$ cat src/rtl/uart_arb_pkg.sv
// Shared types and helpers for the UART TX arbiter.
//   arb_state_t : arbiter FSM state (IDLE = nobody owns the UART, OWN = a requester owns it)
//   rr_next     : modulo-n increment used to advance the round-robin pointer
package uart_arb_pkg;

    typedef enum logic {
        IDLE = 1'b0,
        OWN  = 1'b1
    } arb_state_t;

    function automatic int rr_next(input int ptr, input int n);
        if (ptr + 1 >= n) begin
            return 0;
        end
        return ptr + 1;
    endfunction

endpackage

$ cat src/rtl/uart_tx_arbiter_if.sv
// Byte-stream bundle between NUM_REQ requesters, the arbiter and the UART TX.
//   req_valid/req_data/req_last : requester i offers byte req_data[8*i +: 8]
//   req_ack                     : one-cycle pulse, requester i's byte was consumed
//   tx_data/tx_data_valid       : byte offered to the UART
//   tx_data_ack                 : UART took tx_data this cycle (single-cycle pulse)
//   master : arbiter view, slave : requester/UART environment view
//
// Handshake: a byte transfers on the cycle where its valid and the matching
// ack are both high. Once valid is raised, data and last stay stable until
// that cycle; an ack seen while valid is low carries no meaning and is ignored.
interface uart_tx_arbiter_if #(
    parameter int NUM_REQ = 4
);
    logic [NUM_REQ-1:0]   req_valid;
    logic [NUM_REQ*8-1:0] req_data;
    logic [NUM_REQ-1:0]   req_last;
    logic [NUM_REQ-1:0]   req_ack;
    logic [7:0]           tx_data;
    logic                 tx_data_valid;
    logic                 tx_data_ack;

    modport master (
        input  req_valid, req_data, req_last, tx_data_ack,
        output req_ack, tx_data, tx_data_valid
    );

    modport slave (
        output req_valid, req_data, req_last, tx_data_ack,
        input  req_ack, tx_data, tx_data_valid
    );
endinterface

$ cat src/rtl/uart_tx_arbiter_rr_pick.sv
// Combinational round-robin picker.
//   req    : request vector
//   ptr    : highest-priority index for this pick
//   onehot : one-hot of the chosen request (0 when none)
//   idx    : index of the chosen request (0 when none)
//   any    : at least one request is set
// The scan starts at ptr and wraps, so the first set bit at or cyclically
// after ptr wins.
module rr_pick #(
    parameter int N     = 4,
    parameter int IDX_W = $clog2(N)
) (
    input  logic [N-1:0]     req,
    input  logic [IDX_W-1:0] ptr,
    output logic [N-1:0]     onehot,
    output logic [IDX_W-1:0] idx,
    output logic             any
);
    int cand;

    always_comb begin
        onehot = '0;
        idx    = '0;
        any    = 1'b0;
        cand   = 0;
        for (int k = 0; k < N; k++) begin
            cand = (int'(ptr) + k) % N;
            if (!any && req[IDX_W'(cand)]) begin
                any                   = 1'b1;
                idx                   = IDX_W'(cand);
                onehot[IDX_W'(cand)]  = 1'b1;
            end
        end
    end
endmodule

$ cat src/rtl/uart_tx_arbiter.sv
// Shares one UART transmitter between NUM_REQ byte-stream requesters.
// Round-robin arbitration at packet granularity: a granted requester keeps the
// UART until one of its bytes flagged last is accepted. A gap watchdog takes
// the UART back from an owner that stops offering bytes mid-packet.
//   clk, rst    : clock, synchronous active-high reset
//   bus         : requester and UART byte handshakes (master modport)
//   grant_id    : current / last owner index
//   busy        : a requester owns the UART
//   abort_pulse : one-cycle pulse when the watchdog revokes a grant
//   dbg_state   : arbiter FSM state
module uart_tx_arbiter
    import uart_arb_pkg::*;
#(
    parameter int NUM_REQ = 4,
    parameter int MAX_GAP = 1024,
    parameter int ID_W    = $clog2(NUM_REQ)
) (
    input  logic              clk,
    input  logic              rst,
    uart_tx_arbiter_if.master bus,
    output logic [ID_W-1:0]   grant_id,
    output logic              busy,
    output logic              abort_pulse,
    output arb_state_t        dbg_state
);
    // Watchdog off still needs a legal 1-bit counter; it simply never moves.
    localparam bit                WD_EN     = (MAX_GAP > 0);
    localparam int                GAP_W     = WD_EN ? $clog2(MAX_GAP + 1) : 1;
    localparam logic [GAP_W-1:0]  GAP_LIMIT = WD_EN ? GAP_W'(MAX_GAP - 1) : '0;
    localparam logic [GAP_W-1:0]  GAP_SAT   = '1;

    arb_state_t           state_q, state_d;
    logic [ID_W-1:0]      grant_id_q, grant_id_d;
    logic [NUM_REQ-1:0]   grant_oh_q, grant_oh_d;
    logic [ID_W-1:0]      rr_ptr_q, rr_ptr_d;
    logic                 busy_q, busy_d;
    logic [GAP_W-1:0]     gap_cnt_q, gap_cnt_d;

    logic [NUM_REQ-1:0]   pick_oh;
    logic [ID_W-1:0]      pick_idx;
    logic                 pick_any;

    logic                 owner_valid;
    logic                 owner_last;
    logic                 tx_valid;
    logic [7:0]           tx_byte;
    logic                 accept;
    logic                 expire;
    logic [NUM_REQ-1:0]   ack_vec;

    rr_pick #(
        .N     (NUM_REQ),
        .IDX_W (ID_W)
    ) u_pick (
        .req    (bus.req_valid),
        .ptr    (rr_ptr_q),
        .onehot (pick_oh),
        .idx    (pick_idx),
        .any    (pick_any)
    );

    always_comb begin
        // The UART path is a mux on the registered owner, so an accepted byte
        // always belongs to the requester that was granted a cycle earlier.
        owner_valid = bus.req_valid[grant_id_q];
        owner_last  = bus.req_last[grant_id_q];
        tx_valid    = (state_q == OWN) && owner_valid;
        tx_byte     = tx_valid ? bus.req_data[{grant_id_q, 3'b000} +: 8] : 8'h00;
        accept      = tx_valid && bus.tx_data_ack;
        // Expiry needs valid low, so it can never collide with a last-byte accept.
        expire      = WD_EN && (state_q == OWN) && !owner_valid && (gap_cnt_q == GAP_LIMIT);
        ack_vec     = accept ? grant_oh_q : '0;

        state_d    = state_q;
        grant_id_d = grant_id_q;
        grant_oh_d = grant_oh_q;
        rr_ptr_d   = rr_ptr_q;
        busy_d     = busy_q;
        gap_cnt_d  = gap_cnt_q;

        case (state_q)
            IDLE: begin
                if (pick_any) begin
                    state_d    = OWN;
                    grant_id_d = pick_idx;
                    grant_oh_d = pick_oh;
                    busy_d     = 1'b1;
                    gap_cnt_d  = '0;
                end
            end
            OWN: begin
                if ((accept && owner_last) || expire) begin
                    state_d   = IDLE;
                    rr_ptr_d  = ID_W'(rr_next(int'(grant_id_q), NUM_REQ));
                    busy_d    = 1'b0;
                    gap_cnt_d = '0;
                end else if (owner_valid) begin
                    gap_cnt_d = '0;
                end else if (WD_EN && (gap_cnt_q != GAP_SAT)) begin
                    gap_cnt_d = gap_cnt_q + GAP_W'(1);
                end
            end
            default: begin
                state_d = IDLE;
            end
        endcase
    end

    always_ff @(posedge clk) begin
        if (rst) begin
            state_q    <= IDLE;
            grant_id_q <= '0;
            grant_oh_q <= '0;
            rr_ptr_q   <= '0;
            busy_q     <= 1'b0;
            gap_cnt_q  <= '0;
        end else begin
            state_q    <= state_d;
            grant_id_q <= grant_id_d;
            grant_oh_q <= grant_oh_d;
            rr_ptr_q   <= rr_ptr_d;
            busy_q     <= busy_d;
            gap_cnt_q  <= gap_cnt_d;
        end
    end

    assign bus.tx_data       = tx_byte;
    assign bus.tx_data_valid = tx_valid;
    assign bus.req_ack       = ack_vec;
    assign grant_id          = grant_id_q;
    assign busy              = busy_q;
    assign abort_pulse       = expire;
    assign dbg_state         = state_q;
endmodule
$ cat src/flat_wrapper.sv
// flat-port wrapper written by rule: the top's interface ports become plain ports
module uart_tx_arbiter_flat import uart_arb_pkg::*;
#(
    parameter int NUM_REQ = 4,
    parameter int MAX_GAP = 1024,
    parameter int ID_W    = $clog2(NUM_REQ)
)
  (clk, rst, grant_id, busy, abort_pulse, dbg_state, bus_req_valid, bus_req_data, bus_req_last, bus_tx_data_ack, bus_req_ack, bus_tx_data, bus_tx_data_valid);
  uart_tx_arbiter_if #(.NUM_REQ(NUM_REQ)) bus_i ();
  input  logic clk;
  input  logic rst;
  output logic [ID_W-1:0] grant_id;
  output logic busy;
  output logic abort_pulse;
  output arb_state_t dbg_state;
  input wire logic [$bits(bus_i.req_valid)-1:0] bus_req_valid;
  input wire logic [$bits(bus_i.req_data)-1:0] bus_req_data;
  input wire logic [$bits(bus_i.req_last)-1:0] bus_req_last;
  input wire logic [$bits(bus_i.tx_data_ack)-1:0] bus_tx_data_ack;
  output wire logic [$bits(bus_i.req_ack)-1:0] bus_req_ack;
  output wire logic [$bits(bus_i.tx_data)-1:0] bus_tx_data;
  output wire logic [$bits(bus_i.tx_data_valid)-1:0] bus_tx_data_valid;
  assign bus_i.req_valid = bus_req_valid;
  assign bus_i.req_data = bus_req_data;
  assign bus_i.req_last = bus_req_last;
  assign bus_i.tx_data_ack = bus_tx_data_ack;
  assign bus_req_ack = bus_i.req_ack;
  assign bus_tx_data = bus_i.tx_data;
  assign bus_tx_data_valid = bus_i.tx_data_valid;
  uart_tx_arbiter #(.NUM_REQ(NUM_REQ), .MAX_GAP(MAX_GAP), .ID_W(ID_W)) u_core (.clk(clk), .rst(rst), .bus(bus_i), .grant_id(grant_id), .busy(busy), .abort_pulse(abort_pulse), .dbg_state(dbg_state));
endmodule
$ cat config.mk
export PLATFORM = sky130hd
export DESIGN_NAME = uart_tx_arbiter_flat
export DESIGN_NICKNAME = d
export VERILOG_FILES = /design/src/rtl/uart_arb_pkg.sv /design/src/rtl/uart_tx_arbiter_if.sv /design/src/rtl/uart_tx_arbiter_rr_pick.sv /design/src/rtl/uart_tx_arbiter.sv /design/src/flat_wrapper.sv
export SDC_FILE = /design/constraint.sdc
export NUM_CORES = 1
export LEC_CHECK = 0
export CORE_AREA = 10 10 85 69
export DETAILED_ROUTE_END_ITERATION = 12
export DIE_AREA = 0 0 95 79
export PLACE_DENSITY = 0.79
export SLEW_MARGIN = 20
export SYNTH_ARGS = -nofsm -noshare
export SYNTH_HDL_FRONTEND = slang
export SYNTH_SLANG_ARGS = --single-unit
$ cat constraint.sdc
create_clock -name clk -period 3.3 [get_ports clk]
set_input_delay 0.66 -clock clk [delete_from_list [all_inputs] [get_ports clk]]
set_output_delay 0.66 -clock clk [all_outputs]
set_load 0.01 [all_outputs]
==> results of run 1 <==
cell families after synthesis:
group	after synthesis	synth area share, %
and+or+nand+nor	100	29.7
AOI/OAI and AO/OA	51	17.1
adders and majority gates	10	6.67
buffers and inverters	23	5.40
DFF	21	22.4
muxes	22	18.7
layout make-up:
class | instances | area [µm²] | share of cell area [%]
repair buffers | 74 | 706 | 26.9
well taps | 57 | 71.3 | 2.72
multi-input cells | 183 | 1360 | 51.7
flip-flops and latches | 21 | 420 | 16.0
clock buffers | 4 | 45.0 | 1.72
inverters | 7 | 26.3 | 1.00
per-layer routing:
metal	share of wire [%]	up-vias	wire length, µm	GRT usage [%]
met1	50	943	2960	22.4
met2	41	94	2460	22.7
met3	8.3	5	494	2.82
li1	-	990	-	-
met4	0.50	0	30	1.79
met5	0	-	0	0
repair_timing:
item | in CTS | in global routing
hold endpoints to repair | 0 | 0
setup endpoints to repair | 0 | 1
gates resized for setup | 0 | 1
how the worst min path moves through the flow:
stage / end / cells past startpoint / slack, ns
after floorplan: u_core.grant_oh_q[1] / 2 / 0.44
after global placement: u_core.grant_oh_q[1] / 2 / 0.45
after detailed placement: u_core.grant_oh_q[1] / 2 / 0.46
after CTS: u_core.grant_oh_q[1] / 2 / 0.47
after global routing: u_core.grant_oh_q[1] / 2 / 0.48
final: u_core.grant_oh_q[1] / 2 / 0.47
Yosys cell counts, types with 2 or more instances:
cell type and number:
or4_1 3, a31oi_1 4, ha_1 10, mux4_2 10
clkbuf_1 12, nor2b_1 3, nand3b_1 2, nor4_1 6
nand2b_1 5, o221ai_1 3, and3_1 13, nand3_1 11
and2_1 4, buf_1 2, a211o_1 2, nor3b_1 3
buf_6 2, inv_1 7, o21ai_0 12, nand4_1 2
a21oi_1 17, nor2_1 17, nand2_1 11, or3_1 5
mux2i_1 8, mux2_2 4, dfxtp_1 21, nor3_1 9
state kept, by name, summed over array words and instances, names as in the netlist:
signal	flops
u_core.grant_oh_q	4
u_core.busy	1
u_core.gap_cnt_q	11
u_core.rr_ptr_q	2
u_core.dbg_state	1
u_core.grant_id	2
power by group through the flow:
| stage | Combinational, mW | Sequential, mW | Clock [mW] |
|---|---|---|---|
| 2_1_floorplan | 0.144 | 0.280 | 0 |
| 3_3_place_gp | 0.260 | 0.280 | 0 |
| 3_5_place_dp | 0.264 | 0.280 | 0 |
| 4_1_cts | 0.265 | 0.274 | 0.177 |
| 5_1_grt | 0.288 | 0.276 | 0.185 |
| 6_report | 0.266 | 0.274 | 0.172 |
worst max-delay path: cells and delay by family:
kind | cells | cell delay (ns)
buffers and inverters | 2 | 0.89
multiplexers | 1 | 0.53
AND/OR/NAND/NOR | 2 | 0.48
per-stage QoR:
stage	area, µm²	util (%)	total power, mW	hold slack, ns
3_3_place_gp	2580	60.6	0.540	0.455
5_1_grt	2630	61.7	0.749	0.484
2_1_floorplan	1880	-	0.424	0.442
4_1_cts	2620	61.6	0.716	0.470
6_report	2630	61.7	0.712	0.469
3_5_place_dp	2580	60.6	0.544	0.459
==> flow_summary.yaml, run 1 <==
status:
  status: "finished, final reports clean"
critical_path:
  start_kind: "input port"
  crit_chain: "clkdlybuf4s50_1, mux4_2, and2_2, and3_1, clkdlybuf4s50_1"
  rrSetupSlack_ns: 0.98
  reg2reg_from: "u_core.rr_ptr_q[1]"
  worst_ep_required_time_ns: 2.64
  critPathMaxFanout: 6
  cpMaxStageDelayCell: "mux4_2"
  crit_path_frequent_cell: "clkdlybuf4s50_1"
  cpPeakStageDelay_ns: 0.53
  arrival_ns: 2.57
  critical_path_class: "in2out"
  crit_start: "bus_req_valid[3]"
  ff2ff_path_depth: 7
  cp-endpoint: "bus_req_ack[1]"
  rr_endpoint: "u_core.grant_id[1]"
  endpoint_kind: "output pin"
synth:
  synth_edf_count: 0
  ys_ff_latch: 21
  ys_types: 47
  async_flop_share_pct: 0
  synth_ff_type: "dfxtp_1"
  synth_top_area_cell: "dfxtp_1"
  synth.avg_cell_area_um2: 8.27
  synth_cells: 227
  ys_warn_count: 0
  netlist_area_um2: 1880
  syn-num-nets: 280
  synth_area_leaders: "dfxtp_1, mux4_2, ha_1"
  yosysTopAreaCellShare_pct: 22.4
  ys_seq_area_share_pct: 22.4
clock_tree:
  clk_pin_slew_worst_paths_ns: 0.07
  cts_sinks: 21
  cts-root-buf: "clkbuf_8"
  cts_max_level: 1
  cts_max_path_buffers: 2
  cts_buffers: 3
  postCtsHoldBufs: 0
  post-cts-setup-buffers: 0
  clkLatencyLatePin_ns: 0.26
  cts_tree: "built"
timing:
  hold_viol: 0
  fin_crit_ns: 3.23
  finalCritPeriodShare_pct: 97.7
  finalWorstSetupSlack_ns: 0.0749
  rsz0062_at_grt: "false"
  tns_ns: 0
  setup_violations: 0
  maxSlewHeadroom_pct: 52.7
  finClkSkew_ns: 0.000887
  slew_violations: 0
  fmax_mhz: 310
  worstMarginPinSlew_ns: 0.706
placed_design:
  place.gp.congestion: 0.878
  port_buffers: 60
  dp.cells: 342
  hpwlAfterDp_um: 4690
  post-place-ws_ns: 0.0706
global_route:
  grt.overflow.total: 0
  grt_pass1_wl_um: 9480
  antenna_found_initial: 0
  grt_max_degree: 25
  grtUsageTotal_pct: 15.2
  grt_pass1_vias: 1826
drt:
  drt-total-wl_um: 5940
  avgViaCountPerCell: 5.87
  first_pass_iters: 4
  drc: 0
  wl_per_cell_um: 17.2
  initialDrtViolationCount: 207
  drt.antenna.violating_nets: 0
  via_count: 2032
min_path:
  min_from: "u_core.grant_oh_q[1]"
  hold_path_class: "reg2reg"
pwr:
  ir_drop_v: 0.000221
  combPwrFrac_pct: 37.4
  power_density_nw_per_um2: 271
  p_int_mw: 0.500
  seqPwrFrac_pct: 38.5
  switching_share_pct: 29.8
  p_sw_mw: 0.212
  leakage_nw: 0.944
  p_clk_share_pct: 24.1
finish:
  n_antenna_cell: 0
  drive_gt1_share_pct: 12.5
  nNetsFinal: 343
  final_common_cell: "clkdlybuf4s50_1"
  stdcell_count: 346
  final_cell_mix: "clkdlybuf4s50_1, dfxtp_1, nor2_1, a21oi_1, buf_4"
  area.growth.synth_to_final_pct: 39.9
  n_fill_cell: 368
die:
  core-area_um2: 4260
  die-area_um2: 7510
  fp.dieH_um: 79
  chipWidth_um: 95
  io_pins: 61
  rows: 21
  initial_core_util_pct: 44.1
run:
  maxCapViolCount: 0
Power figures use the tool's default switching activity.
==> run 2: changes to the inputs <==
--- a/config.mk
+++ b/config.mk
@@ -7,2 +7,3 @@
 export LEC_CHECK = 0
+export ABC_AREA = 0
 export CORE_AREA = 10 10 85 69
--- a/constraint.sdc
+++ b/constraint.sdc
@@ -3,2 +3,2 @@
 set_output_delay 0.66 -clock clk [all_outputs]
-set_load 0.01 [all_outputs]
+set_load 0.05 [all_outputs]
==> flow_summary.yaml, run 2 (synthesis gave the netlist of run 1 again) <==
finish:
  n_antenna_cell: 0
  regMostFlops: "u_core.gap_cnt_q"
  area.growth.synth_to_final_pct: 38.9
  final_cell_mix: "clkdlybuf4s50_1, buf_4, dfxtp_1"
  final_util_pct: 61.3
  fin_area_um2: 2610
  top_regs: "u_core.gap_cnt_q x11, u_core.grant_oh_q x4"
  largest_reg_flops: 11
  final_common_cell: "clkdlybuf4s50_1"
  drive_gt1_share_pct: 17.0
  nNetsFinal: 342
clock_tree:
  clkLatencyLatePin_ns: 0.27
  cts_resized: 0
  cts_max_path_buffers: 2
  cts_tree: "built"
  cts_sinks: 21
  clk_pin_slew_worst_paths_ns: 0.07
  postCtsHoldBufs: 0
  cts_max_level: 1
  cts-root-buf: "clkbuf_8"
  cts_buffers: 3
  post-cts-setup-buffers: 0
placed_design:
  dpl-instance-area_um2: 2560
  hpwlAfterDp_um: 4620
  port_buffers: 60
  place.gp.congestion: 0.897
pwr:
  leakage_nw: 0.973
  power_density_nw_per_um2: 289
  ir_drop_v: 0.000183
critical_path:
  cp_top_family: "buffers and inverters"
  reg2reg_from: "u_core.rr_ptr_q[1]"
  critical_path_class: "in2out"
  crit_chain: "clkdlybuf4s50_1, mux4_2, and2_1, and3_1, buf_4"
  worst_ep_required_time_ns: 2.64
  cpMaxStageDelayCell: "mux4_2"
  critPathMaxFanout: 11
  cpPeakStageDelay_ns: 0.60
  start_kind: "input port"
  crit_start: "bus_req_valid[3]"
  path_buf_inv: 2
  path_depth: 5
  arrival_ns: 2.40
  endpoint_kind: "output pin"
  ff2ff_path_depth: 8
drt:
  drt.antenna.violating_nets: 0
  avgViaCountPerCell: 5.92
  via_count: 2043
  drt-total-wl_um: 5880
  wl_per_cell_um: 17.0
  initialDrtViolationCount: 216
  drc: 0
  first_pass_iters: 4
min_path:
  min_path_cells: 2
  hold_path_class: "reg2reg"
  min_from: "u_core.grant_oh_q[1]"
global_route:
  grt_pass1_wl_um: 10000
  grt.overflow.total: 0
  antenna_found_initial: 0
  grtUsageTotal_pct: 15.9
  grt_pass1_vias: 1920
  grt_max_degree: 18
timing:
  fin_crit_ns: 3.06
  fmax_mhz: 326
  setup_violations: 0
  hold_viol: 0
  slew_violations: 0
  finalCritPeriodShare_pct: 92.8
  worstMarginPinSlew_ns: 0.597
  rsz0062_at_grt: "false"
  maxSlewHeadroom_pct: 60.1
  holdWs_ns: 0.486
  finClkSkew_ns: 0.0123
  tns_ns: 0
die:
  core-area_um2: 4260
  rows: 21
  chipWidth_um: 95
  initial_core_util_pct: 44.1
  die-area_um2: 7510
  io_pins: 61
  fp.dieH_um: 79
run:
  maxCapViolCount: 0
status:
  status: "finished, final reports clean"
run 2: changes by cell type in the layout (fill, tap and decap cells not counted):
cell,change
clkdlybuf4s50_1,-14
buf_4,+11
and2_2,-1
and2_1,+1
buf_12,+2
clkinv_2,+1
clkbuf_1,-1
run 2: worst paths after layout:
path / endpoint / slack (ns)
min reg2reg: u_core.grant_oh_q[1] / 0.49
min: u_core.grant_oh_q[1] / 0.49
max reg2reg: u_core.grant_id[1] / 0.70
max: bus_req_ack[1] / 0.24
run 2: power breakdown:
group,leakage (nW),internal (mW),switching (mW),total [mW]
logic,0.777,0.147,0.161,0.308
registers,0.171,0.264,0.0106,0.274
clock network,0.0255,0.0843,0.0882,0.173
total,0.973,0.495,0.259,0.755
run 2: layout make-up:
cell class / count / area (µm²)
fill: 371 / 1650
multi-input combinational: 183 / 1360
timing repair buffer: 73 / 688
sequential: 21 / 420
tap: 57 / 71.3
clock buffer: 3 / 41.3
inverter: 7 / 26.3
clock inverter: 1 / 5.00
run 2: layer usage:
layer	global-route usage (%)	share of wire (%)
met1	22.7	50
met2	23.2	40
met3	4.04	9.2
met4	3.43	0.77
met5	0	0
run 2: through the flow:
stage | std cells | worst slack [ns] | power [mW]
final | 345 | 0.237 | 0.755
after CTS | 345 | 0.223 | 0.757
after global placement | 341 | 0.243 | 0.582
after global routing | 345 | 0.154 | 0.799
after detailed placement | 341 | 0.221 | 0.587
after floorplan | 227 | 0.374 | 0.468
run 2: worst min-delay path: stages, from the launching register on:
cell and delay, ns:
dfxtp_1 0.32, nand2_1 0.05, a31oi_1 0.06
==> run 3: changes to the inputs <==
CELL_PAD_IN_SITES_DETAIL_PLACEMENT = 0   (was not set)
CELL_PAD_IN_SITES_GLOBAL_PLACEMENT = 1   (was not set)
CORE_AREA = 10 10 97 78   (was 10 10 85 69)
DIE_AREA = 0 0 107 88   (was 0 0 95 79)
PLACE_DENSITY = 0.81   (was 0.79)
==> flow_summary.yaml, run 3 (synthesis gave the netlist of run 1 again) <==
min_path:
  min_from: "u_core.grant_oh_q[0]"
  hold_path_class: "reg2reg"
timing:
  hold_viol: 0
  fin_crit_ns: 3.11
  rsz0062_at_grt: "false"
  fmax_mhz: 322
  maxSlewHeadroom_pct: 56.7
  slew_violations: 0
  finClkSkew_ns: 0.00450
  tns_ns: 0
  finalCritPeriodShare_pct: 94.1
  setup_violations: 0
  worstMarginPinSlew_ns: 0.648
pwr:
  ir_drop_v: 0.000147
  leakage_nw: 0.984
  finalPower_mw: 0.772
  power_density_nw_per_um2: 290
die:
  initial_core_util_pct: 33.2
  io_pins: 61
  fp.dieH_um: 88
  die-area_um2: 9420
  core-area_um2: 5650
  rows: 24
  chipWidth_um: 107
global_route:
  grt.overflow.total: 0
  grt_max_degree: 18
  antenna_found_initial: 0
  grt_pass1_vias: 1869
  grt_pass1_wl_um: 10100
  grtUsageTotal_pct: 13.1
critical_path:
  cpPeakStageDelay_ns: 0.61
  critPathMaxFanout: 11
  crit_chain: "clkdlybuf4s50_1, mux4_2, and2_1, and3_1, buf_4"
  worst_ep_required_time_ns: 2.64
  endpoint_kind: "output pin"
  arrival_ns: 2.45
  path_buf_inv: 2
  reg2reg_from: "u_core.rr_ptr_q[1]"
  cpMaxStageDelayCell: "mux4_2"
  start_kind: "input port"
  crit_start: "bus_req_valid[3]"
  critical_path_class: "in2out"
  cp_top_family: "multiplexers"
clock_tree:
  cts_resized: 0
  cts-root-buf: "clkbuf_8"
  clk_pin_slew_worst_paths_ns: 0.08
  clkLatencyLatePin_ns: 0.27
  postCtsHoldBufs: 0
  cts_max_path_buffers: 2
  cts_max_level: 1
  post-cts-setup-buffers: 0
  cts_buffers: 3
  cts_sinks: 21
  cts_tree: "built"
drt:
  initialDrtViolationCount: 145
  first_pass_iters: 4
  drc: 0
  avgViaCountPerCell: 5.68
  wl_per_cell_um: 17.3
  drt-total-wl_um: 6360
  drt.antenna.violating_nets: 0
  via_count: 2085
finish:
  area.growth.synth_to_final_pct: 42.1
  final_cell_mix: "clkdlybuf4s50_1, buf_4, dfxtp_1"
  regMostFlops: "u_core.gap_cnt_q"
  drive_gt1_share_pct: 17.3
  seq_area_um2: 420
  nNetsFinal: 343
  n_antenna_cell: 0
  largest_reg_flops: 11
  n_fill_cell: 560
  final_common_cell: "clkdlybuf4s50_1"
  multi_input_area_um2: 1360
  top_regs: "u_core.gap_cnt_q x11, u_core.grant_oh_q x4"
placed_design:
  place.gp.congestion: 0.839
  port_buffers: 60
  hpwlAfterDp_um: 4860
status:
  status: "finished, final reports clean"
run:
  maxCapViolCount: 0
run 3: changes by cell type in the layout (fill, tap and decap cells not counted), sizes merged:
cell	previous run	this run
buf	27	28
run 3: final cells by class:
cell class,count,share of cell area [%]
timing repair buffer,74,27.0
tap,78,3.66
inverter,7,0.985
sequential,21,15.8
multi-input combinational,183,50.8
clock inverter,1,0.188
clock buffer,3,1.55
run 3: power by group:
group	leakage (nW)	switching (mW)	internal (mW)	total, mW
Clock	0.0255	0.0992	0.0846	0.184
Sequential	0.171	0.0108	0.263	0.274
Combinational	0.788	0.165	0.150	0.314
run 3: routing by layer:
layer	routed length (µm)	vias up	GRT usage (%)
met1	3200	983	18.7
li1	-	993	-
met5	0	-	0
met3	523	5	2.64
met4	64	0	4.05
met2	2570	104	19.1
run 3: worst paths after layout:
| kind | cells after the start | slack, ns | to |
|---|---|---|---|
| max reg2reg | 9 | 0.88 | u_core.grant_oh_q[1] |
| max | 5 | 0.19 | bus_req_ack[1] |
| min | 2 | 0.47 | u_core.grant_oh_q[0] |
| min reg2reg | 2 | 0.47 | u_core.grant_oh_q[0] |
run 3: metrics by stage:
step / std cells / worst slack [ns] / util (%) / hold slack [ns] / cell area (µm²)
after floorplan: 227 / 0.374 / - / 0.442 / 1880
after global placement: 363 / 0.225 / 46.4 / 0.459 / 2620
after detailed placement: 363 / 0.190 / 46.4 / 0.461 / 2620
after CTS: 367 / 0.193 / 47.2 / 0.473 / 2670
after global routing: 367 / 0.132 / 47.2 / 0.501 / 2670
final: 367 / 0.195 / 47.2 / 0.469 / 2670
run 3: worst register-to-register path, delay by kind of cell, from the launching register on:
family                     cells  cell delay, ns
adders and majority gates      1            0.37
AOI/OAI and AO/OA              2            0.48
DFF                            1            0.31
and+or+nand+nor                3            0.64
buffers and inverters          3            0.54
